===== config.mk =====
export PLATFORM = sky130hd
export DESIGN_NAME = accumulate_scheduler
export DESIGN_NICKNAME = d
export VERILOG_FILES = /design/src/rtl/accumulate_scheduler.sv
export SDC_FILE = /design/constraint.sdc
export NUM_CORES = 1
export LEC_CHECK = 0
export CAP_MARGIN = 10
export CORE_ASPECT_RATIO = 0.7
export CORE_MARGIN = 2
export CORE_UTILIZATION = 30
export CTS_CLUSTER_SIZE = 20
export DETAILED_ROUTE_END_ITERATION = 8
export GPL_ROUTABILITY_DRIVEN = 0
export PLACE_DENSITY = 0.58
export REMOVE_ABC_BUFFERS = 1
export SLEW_MARGIN = 20
export SYNTH_ARGS = -nofsm -noshare
export SYNTH_HDL_FRONTEND = slang
export SYNTH_SLANG_ARGS = --single-unit

===== constraint.sdc =====
create_clock -name clk -period 7.8 [get_ports clk]
set_clock_uncertainty 0.1 [all_clocks]
set_input_delay 1.17 -clock clk [delete_from_list [all_inputs] [get_ports clk]]
set_output_delay 1.17 -clock clk [all_outputs]
set_load 0.02 [all_outputs]

===== src/rtl/accumulate_scheduler.sv =====
// -----------------------------------------------------------------------------
// accumulate_scheduler
//
// Shares a single accumulate unit between NUM_REQ embedding-bag requesters in
// the DLRM pooling stage. Whole bags are arbitrated round-robin. Each granted
// bag is sequenced CONFIG -> ACCUMULATE x len -> DISABLE. One pooled sum is
// returned per bag.
//
// The accumulate unit never clears its running total. The scheduler therefore
// snapshots the total right after CONFIG and returns (final - snapshot),
// computed modulo 2^64.
//
// Optional feature macro: ACC_SCHED_TIMEOUT_EN
//   When defined, a bag whose stream stays idle for TIMEOUT_CYCLES
//   consecutive cycles is abandoned. The partial sum is returned with
//   rsp_err set. When undefined, the stream waits indefinitely.
//
// Parameters
//   NUM_REQ         number of requesters (2..16)
//   LEN_W           bag-length width (<= 28)
//   TIMEOUT_CYCLES  consecutive idle cycles before a bag is abandoned
//
// Ports
//   clk              clock
//   reset            asynchronous, active-high
//   req_valid        per-requester bag request
//   req_len          bag lengths, slice i belongs to requester i
//   req_ready        one-hot, single-cycle grant pulse
//   grant_id         owner of the current bag
//   busy             a bag is in progress
//   in_valid/in_data/in_ready   element beats from the granted requester
//   acc_instruction  {op[63:60], count[59:32], capacity[31:0]} to accumulator
//   acc_data         accumulator data input
//   acc_result       accumulator registered running total
//   acc_bp           accumulator backpressure
//   rsp_valid/rsp_ready         pooled-result handshake
//   rsp_id           requester that owns the result
//   rsp_data         pooled sum
//   rsp_err          bag was backpressured or abandoned
// -----------------------------------------------------------------------------
module accumulate_scheduler #(
  parameter int NUM_REQ        = 4,
  parameter int LEN_W          = 16,
  parameter int TIMEOUT_CYCLES = 64
) (
  input  logic                         clk,
  input  logic                         reset,
  input  logic [NUM_REQ-1:0]           req_valid,
  input  logic [NUM_REQ*LEN_W-1:0]     req_len,
  output logic [NUM_REQ-1:0]           req_ready,
  output logic [$clog2(NUM_REQ)-1:0]   grant_id,
  output logic                         busy,
  input  logic                         in_valid,
  input  logic [63:0]                  in_data,
  output logic                         in_ready,
  output logic [63:0]                  acc_instruction,
  output logic [63:0]                  acc_data,
  input  logic [63:0]                  acc_result,
  input  logic                         acc_bp,
  output logic                         rsp_valid,
  input  logic                         rsp_ready,
  output logic [$clog2(NUM_REQ)-1:0]   rsp_id,
  output logic [63:0]                  rsp_data,
  output logic                         rsp_err
);

  localparam int ID_W = $clog2(NUM_REQ);
  localparam int TO_W = $clog2(TIMEOUT_CYCLES + 1);

`ifdef ACC_SCHED_TIMEOUT_EN
  localparam bit TIMEOUT_EN = 1'b1;
`else
  localparam bit TIMEOUT_EN = 1'b0;
`endif

  localparam logic [3:0] OP_NOP        = 4'h0;
  localparam logic [3:0] OP_CONFIG     = 4'h1;
  localparam logic [3:0] OP_ACCUMULATE = 4'h2;
  localparam logic [3:0] OP_DISABLE    = 4'h3;

  // The state register runs one cycle ahead of the bus activity it produces,
  // because every output is registered. For example, S_CFG is the grant
  // cycle, and the CONFIG word is launched at the end of that cycle.
  localparam logic [2:0] S_IDLE   = 3'd0;
  localparam logic [2:0] S_CFG    = 3'd1;
  localparam logic [2:0] S_BASE   = 3'd2;
  localparam logic [2:0] S_STREAM = 3'd3;
  localparam logic [2:0] S_DRAIN  = 3'd4;
  localparam logic [2:0] S_DIS    = 3'd5;
  localparam logic [2:0] S_RESP   = 3'd6;

  logic [2:0]       state;
  logic [ID_W-1:0]  rr_ptr;
  logic [LEN_W-1:0] remaining;
  logic             err;
  logic             base_pend;
  logic [TO_W-1:0]  idle_cnt;
  logic [63:0]      base_p0;

  logic [LEN_W-1:0] len_arr [NUM_REQ];
  logic             gnt_found;
  logic [ID_W-1:0]  gnt_idx;
  logic [ID_W-1:0]  cand;
  logic             beat_fire;
  logic             timeout_hit;

  // Wrap-around difference between the final total and the snapshot taken
  // after CONFIG.
  function automatic logic [63:0] pool_sum(input logic [63:0] total,
                                           input logic [63:0] snap);
    pool_sum = total - snap;
  endfunction

  for (genvar i = 0; i < NUM_REQ; i++) begin : g_len
    assign len_arr[i] = req_len[i*LEN_W +: LEN_W];
  end

  // Round-robin search. The search starts at the requester just after the
  // last grant.
  always_comb begin
    gnt_found = 1'b0;
    gnt_idx   = '0;
    cand      = '0;
    for (int k = 1; k <= NUM_REQ; k++) begin
      cand = ID_W'((int'(rr_ptr) + k) % NUM_REQ);
      if (!gnt_found && req_valid[cand]) begin
        gnt_found = 1'b1;
        gnt_idx   = cand;
      end
    end
  end

  assign beat_fire   = in_valid && in_ready;
  assign timeout_hit = TIMEOUT_EN && !in_valid &&
                       (idle_cnt == TO_W'(TIMEOUT_CYCLES - 1));

  always_ff @(posedge clk or posedge reset) begin
    if (reset) begin
      state           <= S_IDLE;
      rr_ptr          <= ID_W'(NUM_REQ - 1);
      remaining       <= '0;
      err             <= 1'b0;
      base_pend       <= 1'b0;
      idle_cnt        <= '0;
      req_ready       <= '0;
      grant_id        <= '0;
      busy            <= 1'b0;
      in_ready        <= 1'b0;
      acc_instruction <= '0;
      acc_data        <= '0;
      rsp_valid       <= 1'b0;
      rsp_id          <= '0;
      rsp_data        <= '0;
      rsp_err         <= 1'b0;
    end else begin
      req_ready       <= '0;
      acc_instruction <= {OP_NOP, 60'd0};
      case (state)
        S_IDLE: begin
          if (gnt_found) begin
            req_ready <= NUM_REQ'(1) << gnt_idx;
            grant_id  <= gnt_idx;
            rr_ptr    <= gnt_idx;
            remaining <= len_arr[gnt_idx];
            busy      <= 1'b1;
            err       <= 1'b0;
            state     <= S_CFG;
          end
        end
        S_CFG: begin
          // A zero-length bag never touches the accumulator.
          if (remaining == '0) begin
            rsp_valid <= 1'b1;
            rsp_id    <= grant_id;
            rsp_data  <= '0;
            rsp_err   <= 1'b0;
            state     <= S_RESP;
          end else begin
            acc_instruction <= {OP_CONFIG, 28'(remaining), 32'(remaining)};
            state           <= S_BASE;
          end
        end
        S_BASE: begin
          in_ready  <= 1'b1;
          base_pend <= 1'b1;
          idle_cnt  <= '0;
          state     <= S_STREAM;
        end
        S_STREAM: begin
          base_pend <= 1'b0;
          // Backpressure only matters once accumulate traffic can exist.
          if (!base_pend && acc_bp) begin
            err <= 1'b1;
          end
          if (beat_fire) begin
            acc_instruction <= {OP_ACCUMULATE, 60'd0};
            acc_data        <= in_data;
            remaining       <= remaining - LEN_W'(1);
            idle_cnt        <= '0;
            if (remaining == LEN_W'(1)) begin
              in_ready <= 1'b0;
              state    <= S_DRAIN;
            end
          end else if (timeout_hit) begin
            in_ready <= 1'b0;
            err      <= 1'b1;
            state    <= S_DRAIN;
          end else if (!in_valid) begin
            idle_cnt <= idle_cnt + TO_W'(1);
          end
        end
        S_DRAIN: begin
          if (acc_bp) begin
            err <= 1'b1;
          end
          acc_instruction <= {OP_DISABLE, 60'd0};
          state           <= S_DIS;
        end
        S_DIS: begin
          // The last ACCUMULATE has landed in acc_result by this cycle.
          rsp_valid <= 1'b1;
          rsp_id    <= grant_id;
          rsp_data  <= pool_sum(acc_result, base_p0);
          rsp_err   <= err;
          state     <= S_RESP;
        end
        S_RESP: begin
          if (rsp_ready) begin
            rsp_valid <= 1'b0;
            busy      <= 1'b0;
            state     <= S_IDLE;
          end
        end
        default: state <= S_IDLE;
      endcase
    end
  end

  // Snapshot of the running total. Taken in the first stream cycle, after
  // CONFIG has settled and before any ACCUMULATE can land.
  always_ff @(posedge clk) begin
    if (state == S_STREAM && base_pend) begin
      base_p0 <= acc_result;
    end
  end

endmodule


### Yosys cells after proc, flatten, opt, wreduce, memory -nomap -nowiden

Index checks and enable logic that the tools add are counted.

| operators by class | value |
|---|---|
| shifts and indexed selects | 1 |
| mux-type cells | 52 |
| order comparisons | 5 |
| equality and inequality tests | 14 |
| add/sub/neg operators | 6 |
| bitwise logic cells | 1 |
| reduce and logical (&&, ||, !) cells | 27 |

Operators with widths:

| cell | number |
|---|---|
| $pmux W62 S3 | 1 |
| $pmux W64 S2 | 1 |
| $mux W16 | 4 |
| $mux W64 | 1 |
| $sub A64 B64 Y64 | 1 |
| $mux W62 | 1 |
| $mux W61 | 1 |
| $bmux W16 S2 | 1 |
| $pmux W16 S2 | 1 |
| $pmux W3 S7 | 1 |
| $mux W1 | 17 |
| $eq A16 B1 Y1 const B | 1 |
| $logic_not A16 Y1 | 1 |
| $sub A16 B1 Y16 const B | 1 |
| $mux W3 | 5 |
| $ne A2 B2 Y1 const B | 7 |
| $lt A2 B3 Y1 const B | 4 |
| $reduce_and A3 Y1 | 4 |
| $mux W2 | 5 |
| $eq A3 B3 Y1 const B | 3 |
| $bmux W1 S2 | 4 |
| $mux W4 | 2 |
| $pmux W1 S2 | 4 |
| $reduce_and A4 Y1 | 2 |
| other kinds (15) | 33 |

| storage, ports and cells | value |
|---|---|
| bits in registers | 291 |
| input port bits | 201 |
| output and inout port bits | 204 |
| word-level logic and storage cells | 122 |

### Longest topological paths before layout

Gate-level depths: netlist of run 1.

| logic depth | value |
|---|---|
| depth after elaboration | 19 |
| depth in mapped cells | 12 |

### Least setup slack after synthesis of run 1

No wires, ideal clock.

| timing | value |
|---|---|
| path type | input to register |
| start point | input acc_result[0] |
| end point | register rsp_data[50] |
| stages on the path | 12 |
| arrival time | 3703 ps |
| path slack | 3871 ps |
| cells stage by stage | inv_1 ha_1 fa_1 nand2b_1 a21oi_1 a21oi_1 or4_1 a21oi_1 a31oi_1 o21ai_2 a311oi_1 a221o_1 |

| on the way | value |
|---|---|
| cells in the longest elaborated chain, start to end | 2 |

Ends and longest elaborated chain:

| what | RTL line | text |
|---|---|---|
| start: declaration | 58 | `input logic [63:0] acc_result,` |
| $sub A64 B64 Y64 | 111 | `pool_sum = total - snap;` |
| $pmux W64 S2 | 158 | `case (state)` |
| end signal: assignment | 223 | `rsp_data <= pool_sum(acc_result, base_p0);` |
| end: declaration | 63 | `output logic [63:0] rsp_data,` |

No other way between the ends.
A chain may end at the register's enable or synchronous reset.

### Worst setup path in the final report of run 1

| timing | value |
|---|---|
| start point | input acc_result[5] |
| end point | register rsp_data[56] |

The elaborated chain is that of the path after synthesis.

==> results of run 1 <==
## Yosys cell counts (8+ instances only)
library cell  number  share of area
o211ai_1           8         0.0043
nand4_1           27          0.012
o22ai_1            9         0.0040
nand3_1           15         0.0054
nand2b_1          10         0.0045
or3_1              8         0.0036
nand2_1          356          0.096
clkbuf_1          59          0.016
dfrtp_1          179           0.32
a21oi_1          104          0.037
mux2i_1           22          0.016
xnor2_1           32          0.020
and3_1            23          0.010
a21o_1            26          0.014
a22o_1             9         0.0056
edfxtp_1          64           0.14
o21bai_1          21          0.011
ha_1              66          0.059
a211oi_1          11         0.0059
o21ai_1           13         0.0047
and2_1            11         0.0049
buf_2             10         0.0036
o21ai_0          115          0.041
xor2_1            21          0.013
nor3_1            18         0.0064
inv_1            100          0.027
a31oi_1           19         0.0085
nor2_1            57          0.015
buf_4             46          0.025
## worst max-delay path: stages
cell	delay, ns
clkdlybuf4s50_1	0.44
ha_1	0.37
a211oi_1	0.35
o211ai_1	0.15
a21oi_1	0.45
nor3_1	0.14
nor3_1	0.68
a21oi_1	0.35
o2111ai_1	0.33
nand3_1	0.11
a32o_1	0.26
## per-layer routing
metal  vias to the layer above  global-route usage  wire, µm
met2                       422              0.2892     21100
met4                         6             0.06825      1549
li1                       6011                   -         -
met3                        92             0.03534      3100
met5                         -                   0        43
met1                      6039              0.2693     21040
## worst paths after layout
kind / depth (start not counted) / slack [ns] / end
max in group asynchronous: 3 / 5.04 / acc_instruction[45]
min in group asynchronous: 2 / 1.04 / rsp_data[3]
worst max register to register: 11 / 4.07 / rsp_data[56]
worst min-delay path: 2 / 0.37 / acc_data[13]
worst min register to register: 2 / 0.37 / acc_data[13]
worst max-delay path: 11 / 3.36 / rsp_data[56]
## report_power, final
part	internal (W)	switching, W	total (W)
Combinational	0.00124	0.00170	0.00294
Sequential	0.00178	0.000290	0.00207
Clock	0.000941	0.000601	0.00154
Total	0.00396	0.00259	0.00655
## through the flow
stage                     hold slack [ns]  cell area, µm²  instances  setup WS, ns
after floorplan                    0.3636           13450       1477         1.618
after global placement             0.3595           18060       2471         2.976
after detailed placement           0.3610           18060       2471         2.821
after CTS                          0.3767           19140       2523         3.419
after global routing               0.3867           19150       2528         3.065
final                              0.3711           19160       2529         3.365
## kinds of logic after synthesis
| kind of cell | Yosys count | share of synthesized area |
|---|---|---|
| other | 1 | 0.0002682 |
| and+or+nand+nor | 553 | 0.1723 |
| xor gates and xnor gates | 53 | 0.03320 |
| buffers and inverters | 221 | 0.07258 |
| adders and majority gates | 67 | 0.06050 |
| AOI/OAI and AO/OA | 397 | 0.1766 |
| DFF | 245 | 0.4616 |
| muxes | 31 | 0.02300 |
## state kept, by name, indices dropped and copies added, names as in the netlist, 3 cells and up
name / count
req_ready: 4
rsp_data: 64
state: 3
acc_data: 64
remaining: 16
base_p0: 64
acc_instruction: 18
## layout make-up
type,instances,share of cell area
diodes,6,0.0007838
clock buffers,36,0.04644
clock inverters,16,0.01012
inverters,101,0.02018
multi-input cells,1131,0.3471
flip-flops and latches,245,0.3369
well taps,612,0.03997
repair buffers,382,0.1986
==> flow_summary.html, run 1 <==
<table>
<tr><th>Metric</th><th>Value</th></tr>
<tr><th colspan="2">Setup path</th></tr>
<tr><td>Worst endpoint required time</td><td>around 8 ns</td></tr>
<tr><td>Largest fanout on the critical path</td><td>5</td></tr>
<tr><td>Type of the worst setup path</td><td>in2reg</td></tr>
<tr><td>Beginning of the critical path</td><td>acc_result[5]</td></tr>
<tr><td>Critical register-to-register path startpoint</td><td>base_p0[5]</td></tr>
<tr><td>Signal arrival time at the worst endpoint</td><td>4.79 ns</td></tr>
<tr><td>Endpoint class of the critical path</td><td>flop</td></tr>
<tr><td>Launching element type of the critical path</td><td>primary input</td></tr>
<tr><th colspan="2">Power and ir drop</th></tr>
<tr><td>Power per Cell Area</td><td>between 300 and 400 mW/mm²</td></tr>
<tr><td>Pleak</td><td>between 8 and 9 nW</td></tr>
<tr><td>Largest vdd supply drop</td><td>between 150 and 200 µV</td></tr>
<tr><td>Total design power</td><td>approximately 0.0066 W</td></tr>
<tr><th colspan="2">STA</th></tr>
<tr><td>Max-slew violations</td><td>0</td></tr>
<tr><td>Sum of negative setup slack</td><td>0 ns</td></tr>
<tr><td>Worst Max-Slew Pin Slew</td><td>1.075 ns</td></tr>
<tr><td>Final period util</td><td>0.5686</td></tr>
<tr><td>Final-report hold violation count</td><td>0</td></tr>
<tr><td>Worst-case headroom to the max-slew limit</td><td>0.2769</td></tr>
<tr><td>Total setup violations reported at the end of the flow</td><td>0</td></tr>
<tr><td>RSZ-0062 raised after global routing</td><td>no</td></tr>
<tr><td>Top achievable clock speed</td><td>between 0.2 and 0.25 GHz</td></tr>
<tr><td>Min Clock Period, post-route</td><td>4.435 ns</td></tr>
<tr><th colspan="2">Layout</th></tr>
<tr><td>Count of fill cells added during filler insertion</td><td>4548</td></tr>
<tr><td>Area Overhead vs Synth</td><td>37.02%</td></tr>
<tr><td>Post-layout utilization of the core</td><td>0.4143</td></tr>
<tr><td>Multi-input gate area in the final layout</td><td>roughly 0.0066 mm²</td></tr>
<tr><td>Number of nets at the end of the flow</td><td>about 2.2k</td></tr>
<tr><td>Leading cell type in the layout, fill and taps excluded</td><td>clkdlybuf4s50_1</td></tr>
<tr><td>Commonest cells after routing, fill and taps aside</td><td>clkdlybuf4s50_1 (374), nand2_1 (354), dfrtp_1 (179)</td></tr>
<tr><td>Register area</td><td>about 0.0065 mm²</td></tr>
<tr><td>Share of post-route cells with drive strength above 1</td><td>0.04814</td></tr>
<tr><th colspan="2">Floorplan</th></tr>
<tr><td>Placeable Area</td><td>about 0.046 mm²</td></tr>
<tr><td>DIE WIDTH</td><td>~260 µm</td></tr>
<tr><td>Y dimension of the die</td><td>roughly 180 µm</td></tr>
<tr><td>Initial Utilization</td><td>0.3023</td></tr>
<tr><td>Number of standard-cell rows in the floorplan</td><td>66</td></tr>
<tr><td>Total I/O pin count</td><td>405</td></tr>
<tr><td>Area of the die</td><td>between 0.04 and 0.05 mm²</td></tr>
<tr><th colspan="2">Clock tree</th></tr>
<tr><td>CTS tree</td><td>done</td></tr>
<tr><td># H-tree levels</td><td>1</td></tr>
<tr><td>Maximum clock insertion buffer count</td><td>3</td></tr>
<tr><td>Cts hold-fix bufs</td><td>0</td></tr>
<tr><td>Post-CTS Setup Inserts</td><td>0</td></tr>
<tr><td>Clock transition at the registers of the reported paths</td><td>around 0.06 ns</td></tr>
<tr><td>Clk Latency, worst-skew pair</td><td>roughly 0.57 ns</td></tr>
<tr><td>TritonCTS buffer count</td><td>28</td></tr>
<tr><td>Post-cts gate resize count</td><td>0</td></tr>
<tr><td>CTS sink count</td><td>about 250</td></tr>
<tr><td>Clock root cell</td><td>clkbuf_16</td></tr>
<tr><th colspan="2">Drt</th></tr>
<tr><td>Post-detailed-routing wire length</td><td>between 40000 and 50000 µm</td></tr>
<tr><td>Via count normalized by instance count</td><td>4.970</td></tr>
<tr><td>Total number of vias</td><td>12.57k</td></tr>
<tr><td>Detailed-route wire length per cell</td><td>18.52 µm</td></tr>
<tr><td>Remaining routing DRC violations</td><td>0</td></tr>
<tr><td>Pre-antenna DRT Iters</td><td>6</td></tr>
<tr><td>1st-iter DRT viols</td><td>1063</td></tr>
<tr><td>Post-DRT Antenna Nets</td><td>0</td></tr>
<tr><th colspan="2">Run</th></tr>
<tr><td>Maximum Capacitance Violations</td><td>0</td></tr>
<tr><th colspan="2">Synth</th></tr>
<tr><td>Gate Count Post-Synth</td><td>1568</td></tr>
<tr><td>Synthesis-stage register bit count</td><td>around 250</td></tr>
<tr><td>Main flop type after synthesis</td><td>dfrtp_1</td></tr>
<tr><td>Warnings from Yosys</td><td>0</td></tr>
<tr><td>Number of flops mapped to enable cells by yosys</td><td>64</td></tr>
<tr><td>Cell area after technology mapping</td><td>0.01398 mm²</td></tr>
<tr><td>Async SR Flop Fraction</td><td>0.7388</td></tr>
<tr><td>Sequential element share of the synthesized area</td><td>0.4616</td></tr>
<tr><td>Unique cell type count in the Yosys netlist</td><td>75</td></tr>
<tr><td>Mapped Avg Cell Area</td><td>around 8.9 µm²</td></tr>
<tr><th colspan="2">Placed design</th></tr>
<tr><td>HPWL after detailed placement</td><td>34560 µm</td></tr>
<tr><td>Count of port buffers added during placement</td><td>approximately 370</td></tr>
<tr><th colspan="2">GRT</th></tr>
<tr><td>First-pass GRT wire length</td><td>72020 µm</td></tr>
<tr><td>Initial antenna violation count</td><td>8</td></tr>
<tr><td>Global-route usage over all layers</td><td>0.1904</td></tr>
<tr><td>Aggregate global routing overflow</td><td>0</td></tr>
<tr><td>Pin count of the biggest net entering global routing</td><td>113</td></tr>
<tr><td>Vias in the first global route</td><td>between 10k and 15k</td></tr>
<tr><th colspan="2">Hold path</th></tr>
<tr><td>Hold WC Path Type</td><td>reg2reg</td></tr>
<tr><td>Critical hold path startpoint</td><td>acc_data[13]</td></tr>
<tr><th colspan="2">Run status</th></tr>
<tr><td>Outcome</td><td>finished clean</td></tr>
</table>
Note: power is estimated with default switching activity, not from simulation.
==> run 2: changes to the inputs <==
- clock period: 7.8 -> 4.5 ns (I/O delays scaled with it)
==> flow_summary.html, run 2 (synthesis gave the netlist of run 1 again) <==
<table>
<tr><th>Metric</th><th>Value</th></tr>
<tr><th colspan="2">Run status</th></tr>
<tr><td>Outcome</td><td>finished clean (unchanged)</td></tr>
<tr><th colspan="2">STA</th></tr>
<tr><td>Final period util</td><td>0.8266</td></tr>
<tr><td>Top achievable clock speed</td><td>~0.27 GHz</td></tr>
<tr><td>Tightest hold margin</td><td>0.3698 ns (was 0.3711 ns)</td></tr>
<tr><td>Min Clock Period, post-route</td><td>3.720 ns</td></tr>
<tr><td>RSZ-0062 raised after global routing</td><td>no (unchanged)</td></tr>
<tr><td>Total setup violations reported at the end of the flow</td><td>0 (unchanged)</td></tr>
<tr><td>Worst Max-Slew Pin Slew</td><td>0.9813 ns (was 1.075 ns)</td></tr>
<tr><td>Final-report hold violation count</td><td>0 (unchanged)</td></tr>
<tr><td>Max-slew violations</td><td>0 (unchanged)</td></tr>
<tr><td>Worst-case headroom to the max-slew limit</td><td>0.3458 (was 0.2769)</td></tr>
<tr><th colspan="2">GRT</th></tr>
<tr><td>Met1 Use GR</td><td>0.2634 (was 0.2693)</td></tr>
<tr><td>Aggregate global routing overflow</td><td>0 (unchanged)</td></tr>
<tr><td>Global-route usage over all layers</td><td>0.1876 (was 0.1904)</td></tr>
<tr><td>Met2 usage</td><td>0.2921 (was 0.2892)</td></tr>
<tr><td>GRT met3 Usage</td><td>0.03562 (was 0.03534)</td></tr>
<tr><td>Vias in the first global route</td><td>12.17k (was 12.21k)</td></tr>
<tr><td>Initial antenna violation count</td><td>7 (was 8)</td></tr>
<tr><td>Layer with the highest usage</td><td>met2 (unchanged)</td></tr>
<tr><td>First-pass GRT wire length</td><td>70990 µm (was 72020 µm)</td></tr>
<tr><td>Pin count of the biggest net entering global routing</td><td>112 (was 113)</td></tr>
<tr><th colspan="2">Setup path</th></tr>
<tr><td>Type of the worst setup path</td><td>in2reg (unchanged)</td></tr>
<tr><td>Signal arrival time at the worst endpoint</td><td>4.05 ns (was 4.79 ns)</td></tr>
<tr><td>Endpoint class of the critical path</td><td>flop (unchanged)</td></tr>
<tr><td>Launching element type of the critical path</td><td>primary input (unchanged)</td></tr>
<tr><td>Worst endpoint required time</td><td>4.83 ns (was 8.16 ns)</td></tr>
<tr><td>Largest fanout on the critical path</td><td>5 (unchanged)</td></tr>
<tr><th colspan="2">Layout</th></tr>
<tr><td>Largest regs</td><td>acc_data: 64 flops, base_p0: 64 flops, rsp_data: 64 flops (unchanged)</td></tr>
<tr><td>Leading cell type in the layout, fill and taps excluded</td><td>clkdlybuf4s50_1 (unchanged)</td></tr>
<tr><td>Commonest cells after routing, fill and taps aside</td><td>clkdlybuf4s50_1 (374), nand2_1 (354), dfrtp_1 (179) (unchanged)</td></tr>
<tr><td>Share of post-route cells with drive strength above 1</td><td>0.05039 (was 0.04814)</td></tr>
<tr><td>Area Overhead vs Synth</td><td>37.09% (was 37.02%)</td></tr>
<tr><td>Count of fill cells added during filler insertion</td><td>4617 (was 4548)</td></tr>
<tr><td>Number of nets at the end of the flow</td><td>2171 (was 2157)</td></tr>
<tr><td>Count of placed standard cells in the final layout, fillers left out</td><td>2543 (was 2529)</td></tr>
<tr><th colspan="2">Placed design</th></tr>
<tr><td>Count of placed standard cells including taps</td><td>2485 (was 2471)</td></tr>
<tr><td>Count of port buffers added during placement</td><td>374 (unchanged)</td></tr>
<tr><td>HPWL after detailed placement</td><td>35570 µm (was 34560 µm)</td></tr>
<tr><th colspan="2">Floorplan</th></tr>
<tr><td>DIE WIDTH</td><td>262.0 µm (unchanged)</td></tr>
<tr><td>Total I/O pin count</td><td>405 (unchanged)</td></tr>
<tr><td>Initial Utilization</td><td>0.3023 (unchanged)</td></tr>
<tr><td>Placeable Area</td><td>0.04624 mm² (unchanged)</td></tr>
<tr><td>Y dimension of the die</td><td>184.6 µm (unchanged)</td></tr>
<tr><td>Area of the die</td><td>0.04837 mm² (unchanged)</td></tr>
<tr><td>Number of standard-cell rows in the floorplan</td><td>66 (unchanged)</td></tr>
<tr><th colspan="2">Drt</th></tr>
<tr><td>Pre-antenna DRT Iters</td><td>7 (was 6)</td></tr>
<tr><td>Total number of vias</td><td>12.59k (was 12.57k)</td></tr>
<tr><td>Remaining routing DRC violations</td><td>0 (unchanged)</td></tr>
<tr><td>Detailed-route wire length per cell</td><td>18.35 µm (was 18.52 µm)</td></tr>
<tr><td>1st-iter DRT viols</td><td>1184 (was 1063)</td></tr>
<tr><td>Post-detailed-routing wire length</td><td>46670 µm (was 46830 µm)</td></tr>
<tr><td>Via count normalized by instance count</td><td>4.949 (was 4.970)</td></tr>
<tr><td>Post-DRT Antenna Nets</td><td>0 (unchanged)</td></tr>
<tr><th colspan="2">Clock tree</th></tr>
<tr><td>Post-CTS Setup Inserts</td><td>0 (unchanged)</td></tr>
<tr><td>Clock root cell</td><td>clkbuf_16 (unchanged)</td></tr>
<tr><td>Maximum clock insertion buffer count</td><td>3 (unchanged)</td></tr>
<tr><td># H-tree levels</td><td>1 (unchanged)</td></tr>
<tr><td>Clock transition at the registers of the reported paths</td><td>0.06 ns (about the same)</td></tr>
<tr><td>CTS tree</td><td>done (unchanged)</td></tr>
<tr><td>TritonCTS buffer count</td><td>28 (unchanged)</td></tr>
<tr><td>CTS sink count</td><td>245 (unchanged)</td></tr>
<tr><td>Post-cts gate resize count</td><td>0 (unchanged)</td></tr>
<tr><td>Cts hold-fix bufs</td><td>0 (unchanged)</td></tr>
<tr><td>Clk Latency, worst-skew pair</td><td>0.58 ns (was 0.57 ns)</td></tr>
<tr><th colspan="2">Power and ir drop</th></tr>
<tr><td>Power per Cell Area</td><td>581.8 mW/mm² (was 342.1 mW/mm²)</td></tr>
<tr><td>Largest vdd supply drop</td><td>269.5 µV (was 165.2 µV)</td></tr>
<tr><td>Total design power</td><td>0.01115 W (was 0.006554 W)</td></tr>
<tr><td>Pleak</td><td>8.500 nW (was 8.489 nW)</td></tr>
<tr><th colspan="2">Hold path</th></tr>
<tr><td>Hold WC Path Type</td><td>reg2reg (unchanged)</td></tr>
<tr><th colspan="2">Run</th></tr>
<tr><td>Maximum Capacitance Violations</td><td>0 (unchanged)</td></tr>
</table>
-- run 2: cell count changes in the layout (fill, tap and decap cells not counted), sizes merged --
cell / change
buf: +14
bufinv: -2
clkbuf: +8
clkinv: -3
clkinvlp: -1
inv: -2
-- run 2: power breakdown --
group          switching (W)  internal (W)  leakage, nW
clock               0.000972       0.00145        0.483
combinational        0.00294       0.00218         5.22
sequential          0.000520       0.00309         2.80
-- run 2: final timing paths --
path                       depth (start not counted)      endpoint  slack (ns)     startpoint
max                                               14  rsp_data[60]        0.78  acc_result[0]
min                                                2   acc_data[3]        0.37    acc_data[3]
max reg2reg                                       12  rsp_data[61]        1.00     base_p0[1]
min reg2reg                                        2   acc_data[3]        0.37    acc_data[3]
max in group asynchronous                          3     rr_ptr[0]        2.81          reset
min in group asynchronous                          2  rsp_data[55]        0.55          reset
-- run 2: through the flow --
step                cell area, µm²  setup WS (ns)  utilization  TNS, ns
finish                       19170         0.7804       0.4144        0
global route                 19160         0.5351       0.4144        0
CTS                          19150         0.8310       0.4141        0
detailed placement           18170         0.2107       0.3930        0
global placement             18170         0.2806       0.3930        0
floorplan                    13450         -1.187            -  -212.47
-- run 2: critical path, stage by stage --
cell and delay, ns:
clkdlybuf4s50_1 0.48, inv_1 0.06, ha_1 0.20, fa_1 0.38, nand2b_1 0.18, a21oi_1 0.21, a21oi_1 0.24, nor3_1 0.24
nor3_1 0.06, buf_4 0.16, a21oi_1 0.44, nor2_1 0.17, o311ai_0 0.39, o211ai_1 0.15
-- run 2: area by class of cell --
| type | instances | area, µm² | share of cell area |
|---|---|---|---|
| clock buffer | 44 | 874.6 | 0.04563 |
| inverter | 101 | 386.6 | 0.02017 |
| timing repair buffer | 396 | 3921 | 0.2046 |
| sequential | 245 | 6454 | 0.3367 |
| multi-input combinational | 1131 | 6646 | 0.3468 |
| antenna | 6 | 15.01 | 0.0007834 |
| tap | 612 | 765.7 | 0.03995 |
| clock inverter | 8 | 102.6 | 0.005353 |
-- run 2: per-layer routing --
metal,routed length [µm],vias to the layer above
met5,27,-
met4,1161,4
met1,21220,6083
li1,-,6046
met2,21300,386
met3,2968,66
==> run 3: changes to the inputs <==
- PLACE_DENSITY: 0.58 -> 0.6
- clock period: 4.5 -> 3.09 ns (I/O delays scaled with it)
==> flow_summary.html, run 3 (synthesis gave the netlist of run 1 again) <==
<table>
<tr><th>Metric</th><th>Value</th></tr>
<tr><th colspan="2">Layout</th></tr>
<tr><td>Count of fill cells added during filler insertion</td><td>4436 (was 4617)</td></tr>
<tr><td>Share of post-route cells with drive strength above 1</td><td>0.1642 (was 0.05039)</td></tr>
<tr><td>Number of nets at the end of the flow</td><td>2379 (was 2171)</td></tr>
<tr><td>Multi-input gate area in the final layout</td><td>0.006913 mm² (was 0.006646 mm²)</td></tr>
<tr><td>Leading cell type in the layout, fill and taps excluded</td><td>clkdlybuf4s50_1 (unchanged)</td></tr>
<tr><td>Commonest cells after routing, fill and taps aside</td><td>clkdlybuf4s50_1 (371), nand2_1 (353), buf_4 (224) (was clkdlybuf4s50_1 (374), nand2_1 (354), dfrtp_1 (179))</td></tr>
<tr><td>Count of placed standard cells in the final layout, fillers left out</td><td>2747 (was 2543)</td></tr>
<tr><td>Largest regs</td><td>acc_data: 64 flops, base_p0: 64 flops, rsp_data: 64 flops (unchanged)</td></tr>
<tr><td>Area Overhead vs Synth</td><td>50.81% (was 37.09%)</td></tr>
<tr><td>Register area</td><td>0.006454 mm² (unchanged)</td></tr>
<tr><th colspan="2">Power and ir drop</th></tr>
<tr><td>Largest vdd supply drop</td><td>508.6 µV (was 269.5 µV)</td></tr>
<tr><td>Pleak</td><td>9.588 nW (was 8.500 nW)</td></tr>
<tr><td>Power per Cell Area</td><td>819.7 mW/mm² (was 581.8 mW/mm²)</td></tr>
<tr><td>Total design power</td><td>0.01728 W (was 0.01115 W)</td></tr>
<tr><th colspan="2">STA</th></tr>
<tr><td>Max-slew violations</td><td>0 (unchanged)</td></tr>
<tr><td>Final period util</td><td>1.018</td></tr>
<tr><td>Final-report hold violation count</td><td>0 (unchanged)</td></tr>
<tr><td>Total setup violations reported at the end of the flow</td><td>3 (was 0)</td></tr>
<tr><td>Tightest hold margin</td><td>0.1298 ns (was 0.3698 ns)</td></tr>
<tr><td>Worst Max-Slew Pin Slew</td><td>0.8020 ns (was 0.9813 ns)</td></tr>
<tr><td>RSZ-0062 raised after global routing</td><td>yes (was no)</td></tr>
<tr><td>Top achievable clock speed</td><td>~0.32 GHz</td></tr>
<tr><td>Worst-case headroom to the max-slew limit</td><td>0.4604 (was 0.3458)</td></tr>
<tr><td>Post-layout worst setup margin</td><td>-0.05609 ns (was 0.7804 ns)</td></tr>
<tr><td>Min Clock Period, post-route</td><td>approximately 3.1 ns</td></tr>
<tr><th colspan="2">Placed design</th></tr>
<tr><td>Count of port buffers added during placement</td><td>374 (unchanged)</td></tr>
<tr><td>HPWL after detailed placement</td><td>37260 µm (was 35570 µm)</td></tr>
<tr><td>Worst setup slack after placement</td><td>-0.7637 ns (was 0.2107 ns)</td></tr>
<tr><td>Count of placed standard cells including taps</td><td>2673 (was 2485)</td></tr>
<tr><th colspan="2">Setup path</th></tr>
<tr><td>Type of the worst setup path</td><td>in2reg (unchanged)</td></tr>
<tr><td>Endpoint class of the critical path</td><td>flop (unchanged)</td></tr>
<tr><td>Largest fanout on the critical path</td><td>4 (was 5)</td></tr>
<tr><td>Worst endpoint required time</td><td>3.48 ns (was 4.83 ns)</td></tr>
<tr><td>Launching element type of the critical path</td><td>primary input (unchanged)</td></tr>
<tr><td>Depth of the worst register-to-register path</td><td>13 (was 12)</td></tr>
<tr><td>Signal arrival time at the worst endpoint</td><td>3.54 ns (was 4.05 ns)</td></tr>
<tr><th colspan="2">Drt</th></tr>
<tr><td>Detailed-route wire length per cell</td><td>17.73 µm (was 18.35 µm)</td></tr>
<tr><td>Post-detailed-routing wire length</td><td>48710 µm (was 46670 µm)</td></tr>
<tr><td>1st-iter DRT viols</td><td>877 (was 1184)</td></tr>
<tr><td>Remaining routing DRC violations</td><td>0 (unchanged)</td></tr>
<tr><td>Pre-antenna DRT Iters</td><td>6 (was 7)</td></tr>
<tr><td>Via count normalized by instance count</td><td>4.823 (was 4.949)</td></tr>
<tr><td>Post-DRT Antenna Nets</td><td>0 (unchanged)</td></tr>
<tr><td>Total number of vias</td><td>13.25k (was 12.59k)</td></tr>
<tr><th colspan="2">Run status</th></tr>
<tr><td>Outcome</td><td>finished, violations left (was finished clean)</td></tr>
<tr><td>Violations in the final reports</td><td>negative setup slack</td></tr>
<tr><th colspan="2">GRT</th></tr>
<tr><td>Vias in the first global route</td><td>13.27k (was 12.17k)</td></tr>
<tr><td>Global-route usage over all layers</td><td>0.1983 (was 0.1876)</td></tr>
<tr><td>Aggregate global routing overflow</td><td>0 (unchanged)</td></tr>
<tr><td>Initial antenna violation count</td><td>4 (was 7)</td></tr>
<tr><td>Pin count of the biggest net entering global routing</td><td>66 (was 112)</td></tr>
<tr><td>First-pass GRT wire length</td><td>75660 µm (was 70990 µm)</td></tr>
<tr><th colspan="2">Floorplan</th></tr>
<tr><td>Total I/O pin count</td><td>405 (unchanged)</td></tr>
<tr><td>Number of standard-cell rows in the floorplan</td><td>66 (unchanged)</td></tr>
<tr><td>Placeable Area</td><td>0.04624 mm² (unchanged)</td></tr>
<tr><td>Y dimension of the die</td><td>184.6 µm (unchanged)</td></tr>
<tr><td>DIE WIDTH</td><td>262.0 µm (unchanged)</td></tr>
<tr><td>Initial Utilization</td><td>0.3023 (unchanged)</td></tr>
<tr><td>Area of the die</td><td>0.04837 mm² (unchanged)</td></tr>
<tr><th colspan="2">Hold path</th></tr>
<tr><td>Worst Hold Path Cells</td><td>1 (was 2)</td></tr>
<tr><td>Hold WC Path Type</td><td>in2reg (was reg2reg)</td></tr>
<tr><th colspan="2">Clock tree</th></tr>
<tr><td>Cts hold-fix bufs</td><td>0 (unchanged)</td></tr>
<tr><td>TritonCTS buffer count</td><td>28 (unchanged)</td></tr>
<tr><td>Clock root cell</td><td>clkbuf_16 (unchanged)</td></tr>
<tr><td># H-tree levels</td><td>1 (unchanged)</td></tr>
<tr><td>Clk Latency, worst-skew pair</td><td>0.56 ns (was 0.58 ns)</td></tr>
<tr><td>CTS sink count</td><td>245 (unchanged)</td></tr>
<tr><td>Maximum clock insertion buffer count</td><td>3 (unchanged)</td></tr>
<tr><td>Clock transition at the registers of the reported paths</td><td>0.06 ns (about the same)</td></tr>
<tr><td>CTS tree</td><td>done (unchanged)</td></tr>
<tr><th colspan="2">Run</th></tr>
<tr><td>Maximum Capacitance Violations</td><td>0 (unchanged)</td></tr>
</table>
run 3: cell count changes in the layout (fill, tap and decap cells not counted), moves of 4 or more:
cell	change
a21oi_1	-12
clkbuf_1	-6
buf_4	+203
ha_1	-5
buf_12	+5
o21ai_2	+4
ha_4	+4
o21ai_0	-5
a21oi_4	+4
a21oi_2	+8
run 3: layout make-up:
class / instances / share of cell area
Clock inverter: 12 / 0.005875
Antenna cell: 3 / 0.0003560
Timing Repair Buffer: 604 / 0.2632
Sequential cell: 245 / 0.3061
Tap cell: 612 / 0.03632
Multi-Input combinational cell: 1131 / 0.3279
Clock buffer: 39 / 0.04213
Inverter: 101 / 0.01822
run 3: where the power goes:
part / switching (W) / total, W / internal [W] / leakage, nW
Clock: 0.00144 / 0.00362 / 0.00218 / 0.504
Combinational: 0.00458 / 0.00844 / 0.00386 / 6.29
Sequential: 0.000726 / 0.00522 / 0.00450 / 2.80
run 3: repair_timing:
action                     CTS  global route
resized for setup           16            43
setup endpoints to repair   12            31
setup buffers               15             7
pin swaps                   11            25
run 3: worst max-delay path: stages:
cell and delay, ns:
clkdlybuf4s50_1 0.47, ha_4 0.33, a21oi_2 0.09, a2111o_1 0.47
a21oi_2 0.20, and4_4 0.26, o31ai_4 0.07, buf_4 0.15
o41ai_4 0.30, buf_4 0.19, a21oi_2 0.05, or4_1 0.42
nand3_1 0.08
run 3: path summary, 6_finish.rpt:
path,start,endpoint,slack (ns)
min in group asynchronous,reset,acc_data[17],0.20
hold / removal,acc_result[0],base_p0[0],0.13
setup / recovery,acc_result[2],rsp_data[53],-0.06
max in group asynchronous,reset,rr_ptr[0],1.94
hold reg to reg,rsp_data[7],rsp_data[7],0.37
setup reg to reg,base_p0[2],rsp_data[53],-0.01
run 3: stage by stage:
| stage | setup TNS (ns) | area [µm²] | utilization |
|---|---|---|---|
| 2_1_floorplan | -463.12 | 13450 | - |
| 3_3_place_gp | -20.31 | 19640 | 0.4248 |
| 3_5_place_dp | -21.53 | 19640 | 0.4248 |
| 4_1_cts | -0.03028 | 20840 | 0.4507 |
| 5_1_grt | -0.5023 | 21080 | 0.4559 |
| 6_report | -0.09062 | 21090 | 0.4560 |
run 3: layer usage:
metal / vias up / track usage / share of wire
met5: - / 0 / 0.00051
met4: 4 / 0.05040 / 0.024
met3: 68 / 0.02819 / 0.050
met2: 370 / 0.3244 / 0.47
met1: 6360 / 0.2750 / 0.46
li1: 6448 / - / -
